<file path="config.mk">
export PLATFORM = sky130hd
export DESIGN_NAME = seg_mux_display
export DESIGN_NICKNAME = d
export VERILOG_FILES = /design/src/rtl/seg_mux_display.sv
export SDC_FILE = /design/constraint.sdc
export NUM_CORES = 1
export LEC_CHECK = 0
export BUFFER_PORTS_ARGS = -buffer_cell sky130_fd_sc_hd__buf_4
export CORE_MARGIN = 8
export CORE_UTILIZATION = 30
export DETAILED_ROUTE_END_ITERATION = 8
export SYNTH_ARGS = -nofsm -noshare
export SYNTH_HDL_FRONTEND = slang
export SYNTH_SLANG_ARGS = --single-unit
</file>
<file path="constraint.sdc">
create_clock -name clk -period 2.4 [get_ports clk]
set_input_delay 0.12 -clock clk [delete_from_list [all_inputs] [get_ports clk]]
set_output_delay 0.12 -clock clk [all_outputs]
set_load 0.02 [all_outputs]
</file>
<file path="src/rtl/seg_mux_display.sv">
// seg_mux_display: valid/ready binary-to-BCD (double dabble) converter driving a multiplexed seven-segment display.
// Optional SEG_BRIGHTNESS_EN adds a 3-bit brightness input that PWM-gates the selected anode.
module seg_mux_display #(
    parameter int NUM_DIGITS       = 4,
    parameter int VALUE_W          = 14,
    parameter int ANODE_ACTIVE_LOW = 1,
    parameter int SEG_ACTIVE_LOW   = 1,
    parameter int BLANK_LEADING    = 1
) (
    input  logic                  clk,
    input  logic                  rst,
    input  logic                  tick,
    input  logic                  value_valid,
    input  logic [VALUE_W-1:0]    value,
`ifdef SEG_BRIGHTNESS_EN
    input  logic [2:0]            brightness,
`endif
    output logic                  value_ready,
    output logic                  overflow,
    output logic [NUM_DIGITS-1:0] an,
    output logic [6:0]            seg
);
    function automatic int pow10_m1(input int n);
        int r = 1;
        for (int i = 0; i < n; i++) r = r * 10;
        return r - 1;
    endfunction

    function automatic logic [6:0] dec(input logic [3:0] n);
        case (n)
            4'd0: return 7'h3F;
            4'd1: return 7'h06;
            4'd2: return 7'h5B;
            4'd3: return 7'h4F;
            4'd4: return 7'h66;
            4'd5: return 7'h6D;
            4'd6: return 7'h7D;
            4'd7: return 7'h07;
            4'd8: return 7'h7F;
            4'd9: return 7'h6F;
            default: return 7'h00;
        endcase
    endfunction

    localparam int MAX_VAL = pow10_m1(NUM_DIGITS);
    localparam int BW = 4 * NUM_DIGITS;
    localparam int IW = NUM_DIGITS > 1 ? $clog2(NUM_DIGITS) : 1;
    localparam int CW = $clog2(VALUE_W + 1);

    typedef enum logic [1:0] {IDLE, SHIFT, LOAD} state_t;

    state_t                  state, state_nx;
    logic [VALUE_W-1:0]      bin, sat_val;
    logic [BW-1:0]           bcd, adj, disp;
    logic [BW+VALUE_W-1:0]   sh;
    logic [CW-1:0]           cnt;
    logic                    over, accept, on, blank;
    logic [IW-1:0]           idx;
    logic [NUM_DIGITS-1:0]   sel;
    logic [NUM_DIGITS:0]     zh;
    logic [6:0]              seg_q;
    logic [3:0]              cur;

    assign over    = 32'(value) > 32'(MAX_VAL);
    assign sat_val = over ? VALUE_W'(MAX_VAL) : value;
    assign accept  = value_valid && value_ready;

    always_ff @(posedge clk or posedge rst)
        if (rst) state <= IDLE;
        else     state <= state_nx;

    always_comb
        state_nx = state == IDLE  ? (value_valid ? SHIFT : IDLE) :
                   state == SHIFT ? (cnt == CW'(VALUE_W - 1) ? LOAD : SHIFT) : IDLE;

    always_comb value_ready = state == IDLE;

    always_comb begin
        adj = '0;
        for (int i = 0; i < NUM_DIGITS; i++)
            adj[4*i +: 4] = bcd[4*i +: 4] > 4'd4 ? bcd[4*i +: 4] + 4'd3 : bcd[4*i +: 4];
    end

    assign sh = {adj, bin} << 1;

    always_ff @(posedge clk or posedge rst)
        if (rst) begin
            bin      <= '0;
            bcd      <= '0;
            cnt      <= '0;
            disp     <= '0;
            overflow <= 1'b0;
        end else begin
            if (accept) begin
                bin      <= sat_val;
                bcd      <= '0;
                cnt      <= '0;
                overflow <= over;
            end
            if (state == SHIFT) begin
                {bcd, bin} <= sh;
                cnt        <= cnt + 1'b1;
            end
            if (state == LOAD) disp <= bcd;
        end

    // zh[i] is set when nibble i and every nibble above it are zero
    always_comb begin
        zh = '0;
        zh[NUM_DIGITS] = 1'b1;
        for (int i = NUM_DIGITS - 1; i >= 0; i--)
            zh[i] = zh[i+1] && disp[4*i +: 4] == 4'd0;
    end

    assign cur   = disp[idx*4 +: 4];
    assign blank = BLANK_LEADING != 0 && idx != '0 && zh[idx];

    always_ff @(posedge clk or posedge rst)
        if (rst) begin
            idx   <= '0;
            sel   <= '0;
            seg_q <= '0;
        end else if (tick) begin
            idx   <= idx == IW'(NUM_DIGITS - 1) ? '0 : idx + 1'b1;
            sel   <= NUM_DIGITS'(1) << idx;
            seg_q <= blank ? 7'h00 : dec(cur);
        end

`ifdef SEG_BRIGHTNESS_EN
    logic [2:0] pwm_cnt;
    always_ff @(posedge clk or posedge rst)
        if (rst) pwm_cnt <= '0;
        else     pwm_cnt <= pwm_cnt + 3'd1;
    assign on = pwm_cnt <= brightness;
`else
    assign on = 1'b1;
`endif

    assign an  = ANODE_ACTIVE_LOW != 0 ? ~(sel & {NUM_DIGITS{on}}) : sel & {NUM_DIGITS{on}};
    assign seg = SEG_ACTIVE_LOW != 0 ? ~seg_q : seg_q;
endmodule
</file>
---- After elaboration in Yosys (flattened, before gate mapping) ----
Memory sizes are Yosys's and may differ from the RTL's.
Cells that the tools add are included.
word-level totals
  flip-flop bits (word level) ............. 66
  bits in read-only memories .............. 112
  bits of input ports ..................... 18
  output and inout bits ................... 13
  logic and storage cells ................. 61
  memories kept ........................... 1
operators by class
  add/sub/neg operators ................... 6
  magnitude comparators ................... 6
  eq/ne operators ......................... 4
  shifts and indexed selects .............. 2
  multiplexer cells ....................... 19
  bitwise logic cells ..................... 2
  reduce and logical (&&, ||, !) cells .... 12
memories
  name              depth  width  read ports  clocked after Yosys merged registers in  write ports  line  RTL
  (name not given)  16     7      1           0                                        0            30    case (n)
operator list
  operator                                                       count
  2-to-1 mux 14 bit                                              3
  2-to-1 mux 16 bit                                              2
  2-to-1 mux 4 bit                                               5
  greater-than comparator 4 x 3 -> 1 bit, second input constant  4
  logical NOT 4 bit                                              4
  indexed part select 16 x 5 -> 4 bit                            1
  greater-than comparator 14 bit, second input constant          1
  adder 4 x 2 -> 4 bit, second input constant                    3
  2-to-1 mux 2 bit                                               4
  2-to-1 mux 7 bit                                               1
  NOT 7 bit                                                      1
  logical AND 1 bit                                              5
  adder 4 x 1 -> 4 bit, second input constant                    1
  equality test 2 bit, second input constant                     2
  equality test 4 bit, second input constant                     1
  < comparator 2 x 4 -> 1 bit, second input constant             1
  NOT 4 bit                                                      1
  nonzero test 2 bit                                             2
  left shift 1 x 2 -> 4 bit, first input constant                1
  adder 3 x 2 -> 3 bit, second input constant                    1
  2-to-1 mux 3 bit                                               1
  adder 2 x 1 -> 2 bit, second input constant                    1
  binary-select mux 1 bit (select 2 bit)                         1
  equality test 2 x 1 -> 1 bit, second input constant            1
  2 further kinds                                                3

---- Logic depth before layout (Yosys ltp) ----
  depth after elaboration ................. 8
  depth in mapped cells ................... 8
  depth with buffers taken out ............ 7

---- Worst setup path before layout ----
No wires, ideal clock.
  path type ............................... reg2reg
  start ................................... register idx[0]
  end ..................................... register seg_q[3]
  library setup time ...................... 0.141 ns
  arrival time ............................ 1.724 ns
  required time ........................... 2.259 ns
  setup slack ............................. 0.535 ns
  cell stages (with the launch flop) ...... 8
  buffers on the path ..................... 1
  clock period less this slack ............ 1.865 ns
  cell sequence ........................... dfrtp_1 > buf_6 > mux4_2 > inv_1 > ha_1 > nand2b_1 > a21oi_1 > o22ai_1
on the way
  longest elaborated chain between the ends .. 4
RTL lines
  item                                                         line  RTL
  from (decl)                                                  58    logic [IW-1:0] idx;
  from (signal assigned)                                       124   idx <= idx == IW'(NUM_DIGITS - 1) ? '0 : idx + 1'b1;
  branches (longest 3 deep; another with memory (16 x 7 bit))  -
  2-to-1 mux 7 bit (*)                                         126   seg_q <= blank ? 7'h00 : dec(cur);
  to (signal assigned)                                         126
  to (decl)                                                    61    logic [6:0] seg_q;
Mark *: on every way between the ends. The select of a mux whose other input is x is not followed.
A chain may end at the register's enable or synchronous reset.

---- Final worst setup path ----
Same ends and word-level chain as after synthesis.

==> impl_metrics.prom <==
# TYPE chip_impl_metric gauge
chip_impl_info{name="outcome",value="finished, final reports clean"} 1
chip_impl_metric{name="area_growth",unit="%"} 19.8
chip_impl_metric{name="pin_count_of_the_biggest_net_entering_global_routing",unit=""} 67
chip_impl_metric{name="grt_pass1_vias",unit=""} 2462
chip_impl_metric{name="drt-pass1-iter-count",unit=""} 5
chip_impl_metric{name="synthCells",unit=""} 325
chip_impl_info{name="rsz_0062_raised_after_global_routing",value="no"} 1
chip_impl_metric{name="cts-resized-gates",unit=""} 0
chip_impl_metric{name="synthMuxAreaShare",unit="%"} 7.42
chip_impl_metric{name="synth_simple_gate_area_share",unit="%"} 11.4
chip_impl_info{name="synthTopCellsByArea",value="sky130_fd_sc_hd__dfrtp_1, sky130_fd_sc_hd__ha_1, sky130_fd_sc_hd__o21ai_0, sky130_fd_sc_hd__mux2_2, sky130_fd_sc_hd__inv_1"} 1
chip_impl_info{name="criticalPathCategory",value="flop to flop"} 1
chip_impl_metric{name="timing.critical_path.arrival",unit="ns"} 2.30
chip_impl_metric{name="period_needed",unit="ns"} 2.10
chip_impl_metric{name="adder_and_majority_gate_portion_of_the_synthesized_area",unit="%"} 5.68
chip_impl_metric{name="synth_xor_xnor_area_share",unit="%"} 1.06
chip_impl_metric{name="grt_pass1_wl",unit="mm"} 11.5
chip_impl_info{name="synth_top_family_by_area",value="compound AO/OA/AOI/OAI gates"} 1
chip_impl_metric{name="finalHoldViolCount",unit=""} 0
chip_impl_metric{name="antenna-diode-count",unit=""} 0
chip_impl_metric{name="total_global_routing_track_utilization",unit="%"} 9.57
chip_impl_metric{name="placedCellCount",unit=""} 484
chip_impl_metric{name="timing.final.crit_share",unit="%"} 87.4
chip_impl_metric{name="detail-route-antenna-nets",unit=""} 0
chip_impl_metric{name="routed_wl",unit="mm"} 6.60
chip_impl_metric{name="leakagePower",unit="nW"} 1.80
chip_impl_metric{name="cts_post_setup_buffers_inserted",unit=""} 0
chip_impl_metric{name="nets",unit=""} 393
chip_impl_metric{name="cts_inserted_buffers",unit=""} 9
chip_impl_metric{name="design.die.area",unit="sq um"} 14600
chip_impl_metric{name="drt_first_iter_violations",unit=""} 126
chip_impl_metric{name="power.density_cell_area",unit="nW/um^2"} 1380
chip_impl_metric{name="core",unit="sq um"} 10800
chip_impl_metric{name="place_area",unit="sq um"} 3710
chip_impl_metric{name="antenna_found_initial",unit=""} 0
chip_impl_metric{name="net_count_after_synthesis",unit=""} 358
chip_impl_info{name="synth_most_common_cell",value="sky130_fd_sc_hd__dfrtp_1"} 1
chip_impl_info{name="critPathLaunchType",value="flop"} 1
chip_impl_metric{name="postLayoutSetupSlackWorst",unit="ns"} 0.301
chip_impl_metric{name="floorplan.rows",unit=""} 38
chip_impl_metric{name="synth_compound_area_share",unit="%"} 18.6
chip_impl_metric{name="via_count",unit=""} 2461
chip_impl_metric{name="drive_gt1_share",unit="%"} 20.0
chip_impl_metric{name="gp_congestion",unit=""} 0.777
chip_impl_info{name="crit_end_element",value="flop"} 1
chip_impl_metric{name="cts_htree_levels",unit=""} 3
chip_impl_info{name="synthTopCellsByCount",value="sky130_fd_sc_hd__dfrtp_1, sky130_fd_sc_hd__inv_1, sky130_fd_sc_hd__nand2_1, sky130_fd_sc_hd__o21ai_0, sky130_fd_sc_hd__a21oi_1"} 1
chip_impl_metric{name="filler_free_cell_count_of_the_finished_design",unit=""} 505
chip_impl_metric{name="report.final.setup_viol",unit=""} 0
chip_impl_metric{name="post_detailed_route_drc_marker_count",unit=""} 0
chip_impl_metric{name="tns",unit="ns"} 0
chip_impl_metric{name="fp.dieH",unit="um"} 121
chip_impl_metric{name="worst_pin_slew",unit="ns"} 0.830
chip_impl_metric{name="synth-seq-area-share",unit="%"} 50.0
chip_impl_info{name="clock_tree_from_tritoncts",value="built"} 1
chip_impl_metric{name="boundaryPins",unit=""} 31
chip_impl_metric{name="report.final.slew_viol_count",unit=""} 0
chip_impl_metric{name="avgSynthCellArea",unit="sq um"} 10.2
chip_impl_metric{name="yosys_warnings",unit=""} 0
chip_impl_info{name="hold_path.class",value="input pin to flop"} 1
chip_impl_info{name="ys_dominant_reg_cell",value="sky130_fd_sc_hd__dfrtp_1"} 1
chip_impl_info{name="root_buffer",value="sky130_fd_sc_hd__clkbuf_8"} 1
chip_impl_metric{name="hpwlAfterDp",unit="mm"} 4.73
chip_impl_metric{name="number_of_clock_sinks_seen_by_cts",unit=""} 66
chip_impl_metric{name="place_worst_setup_slack",unit="ns"} 0.312
chip_impl_info{name="cp-startpoint",value="idx[0]$_DFFE_PP0P_"} 1
chip_impl_info{name="worstReg2RegStart",value="idx[0]$_DFFE_PP0P_"} 1
chip_impl_metric{name="worst_ep_required_time",unit="ns"} 2.61
chip_impl_metric{name="clock.fmax",unit="MHz"} 477
chip_impl_metric{name="netlist.area_leader.share",unit="%"} 50.0
chip_impl_metric{name="postCtsHoldBufs",unit=""} 5
chip_impl_metric{name="fin_area",unit="sq um"} 3960
chip_impl_metric{name="number_of_max_cap_violations",unit=""} 0
chip_impl_info{name="netlist.top_cell.by_area",value="sky130_fd_sc_hd__dfrtp_1"} 1
chip_impl_metric{name="clk-insertion-delay-late",unit="ns"} 0.34
chip_impl_metric{name="postSynthRegisterBits",unit=""} 66
chip_impl_metric{name="cts_buffer_depth",unit=""} 2
chip_impl_metric{name="drt-wirelength-per-cell",unit="um"} 13.1
chip_impl_metric{name="synth_enable_flop_cells",unit=""} 0
chip_impl_metric{name="cts.reportedPaths.clkPinSlew",unit="ns"} 0.07
chip_impl_info{name="timing.hold.worst.start",value="value[0]"} 1
chip_impl_metric{name="vias_per_cell",unit=""} 4.87
chip_impl_metric{name="grt_remaining_overflow",unit=""} 0
chip_impl_metric{name="floorplan.initialDensity",unit="%"} 30.6
chip_impl_metric{name="peakVddDrop",unit="mV"} 0.618
chip_impl_metric{name="placement.io_buffers",unit=""} 30
chip_impl_metric{name="critPathMaxFanout",unit=""} 10
chip_impl_metric{name="postSynth.asyncResetShare",unit="%"} 100
chip_impl_metric{name="max-slew-margin-rel",unit="%"} 44.7
chip_impl_metric{name="worst_clock_skew",unit="ns"} 0.0106
chip_impl_metric{name="fp.dieW",unit="um"} 121
chip_impl_metric{name="synthesis.area",unit="sq um"} 3310
chip_impl_metric{name="count_of_unique_library_cells_instantiated_by_yosys",unit=""} 43
[state kept, by name (all words and copies together), names as in the netlist]
signal    flops
disp         16
bcd          16
bin          14
idx           2
state         2
overflow      1
seg_q         7
sel           4
cnt           4
[layout by cell type, fill, tap and decap left out, drive strengths merged, types with 4 or more instances in the layout]
cell type / n
a211oi: 6
a21o: 4
a21oi: 19
a22o: 4
a32o: 4
buf: 37
clkbuf: 15
dfrtp: 66
dlygate4sd3: 5
ha: 15
inv: 31
mux2: 12
mux4: 4
nand2: 29
nand2b: 4
nand3: 15
nor2: 5
nor3: 7
o21ai: 40
o22ai: 7
o31ai: 6
xnor2: 4
[metal layers]
| layer | vias to the layer above | part of all wire [%] | track usage [%] |
|---|---|---|---|
| li1 | 1221 | - | - |
| met1 | 1170 | 48 | 11.6 |
| met2 | 65 | 45 | 15.4 |
| met3 | 5 | 5.9 | 3.44 |
| met4 | 0 | 0.91 | 3.28 |
| met5 | - | 0 | 0 |
[kinds of logic after synthesis]
family	Yosys count
AOI/OAI and AO/OA	96
and+or+nand+nor	77
DFF	66
buffers and inverters	49
muxes	18
adders and majority gates	15
xor gates and xnor gates	4
[report_power, final]
part           internal [W]  switching (W)
clock network      0.000516       0.000395
registers           0.00163       0.000395
logic               0.00118        0.00136
[metrics by stage]
step | total power [W] | util, % | hold slack (ns)
after floorplan | 0.00389 | - | 0.236
after global placement | 0.00450 | 34.4 | 0.222
after detailed placement | 0.00461 | 34.4 | 0.230
after CTS | 0.00554 | 36.7 | 0.0192
after global routing | 0.00598 | 36.7 | 0.0290
final | 0.00547 | 36.7 | 0.0318
[worst max-delay path: stages (launching register included)]
cell and delay [ns]:
sky130_fd_sc_hd__dfrtp_1 0.60, sky130_fd_sc_hd__mux4_2 0.62, sky130_fd_sc_hd__inv_1 0.13, sky130_fd_sc_hd__ha_1 0.25, sky130_fd_sc_hd__nand2b_1 0.14, sky130_fd_sc_hd__a21oi_1 0.15
sky130_fd_sc_hd__o22ai_1 0.08
[layout make-up]
cell class | count | area [sq um]
fillers | 1082 | 6830
flip-flops and latches | 66 | 1650
multi-input cells | 210 | 1460
repair buffers | 42 | 353
clock buffers | 15 | 196
well taps | 140 | 175
inverters | 31 | 116
clock inverters | 1 | 5.00
[path summary, 6_finish.rpt]
path / slack (ns) / endpoint / cells past startpoint
max: 0.30 / seg_q[3]$_DFFE_PP0P_ / 6
min: 0.03 / bin[0]$_DFFE_PP0P_ / 3
max reg2reg: 0.30 / seg_q[3]$_DFFE_PP0P_ / 6
min reg2reg: 0.47 / cnt[3]$_DFFE_PP0P_ / 1
max in group asynchronous: 1.70 / bin[13]$_DFFE_PP0P_ / 4
min in group asynchronous: 0.40 / seg_q[4]$_DFFE_PP0P_ / 4
No activity file was read; power rests on OpenSTA's default activity.
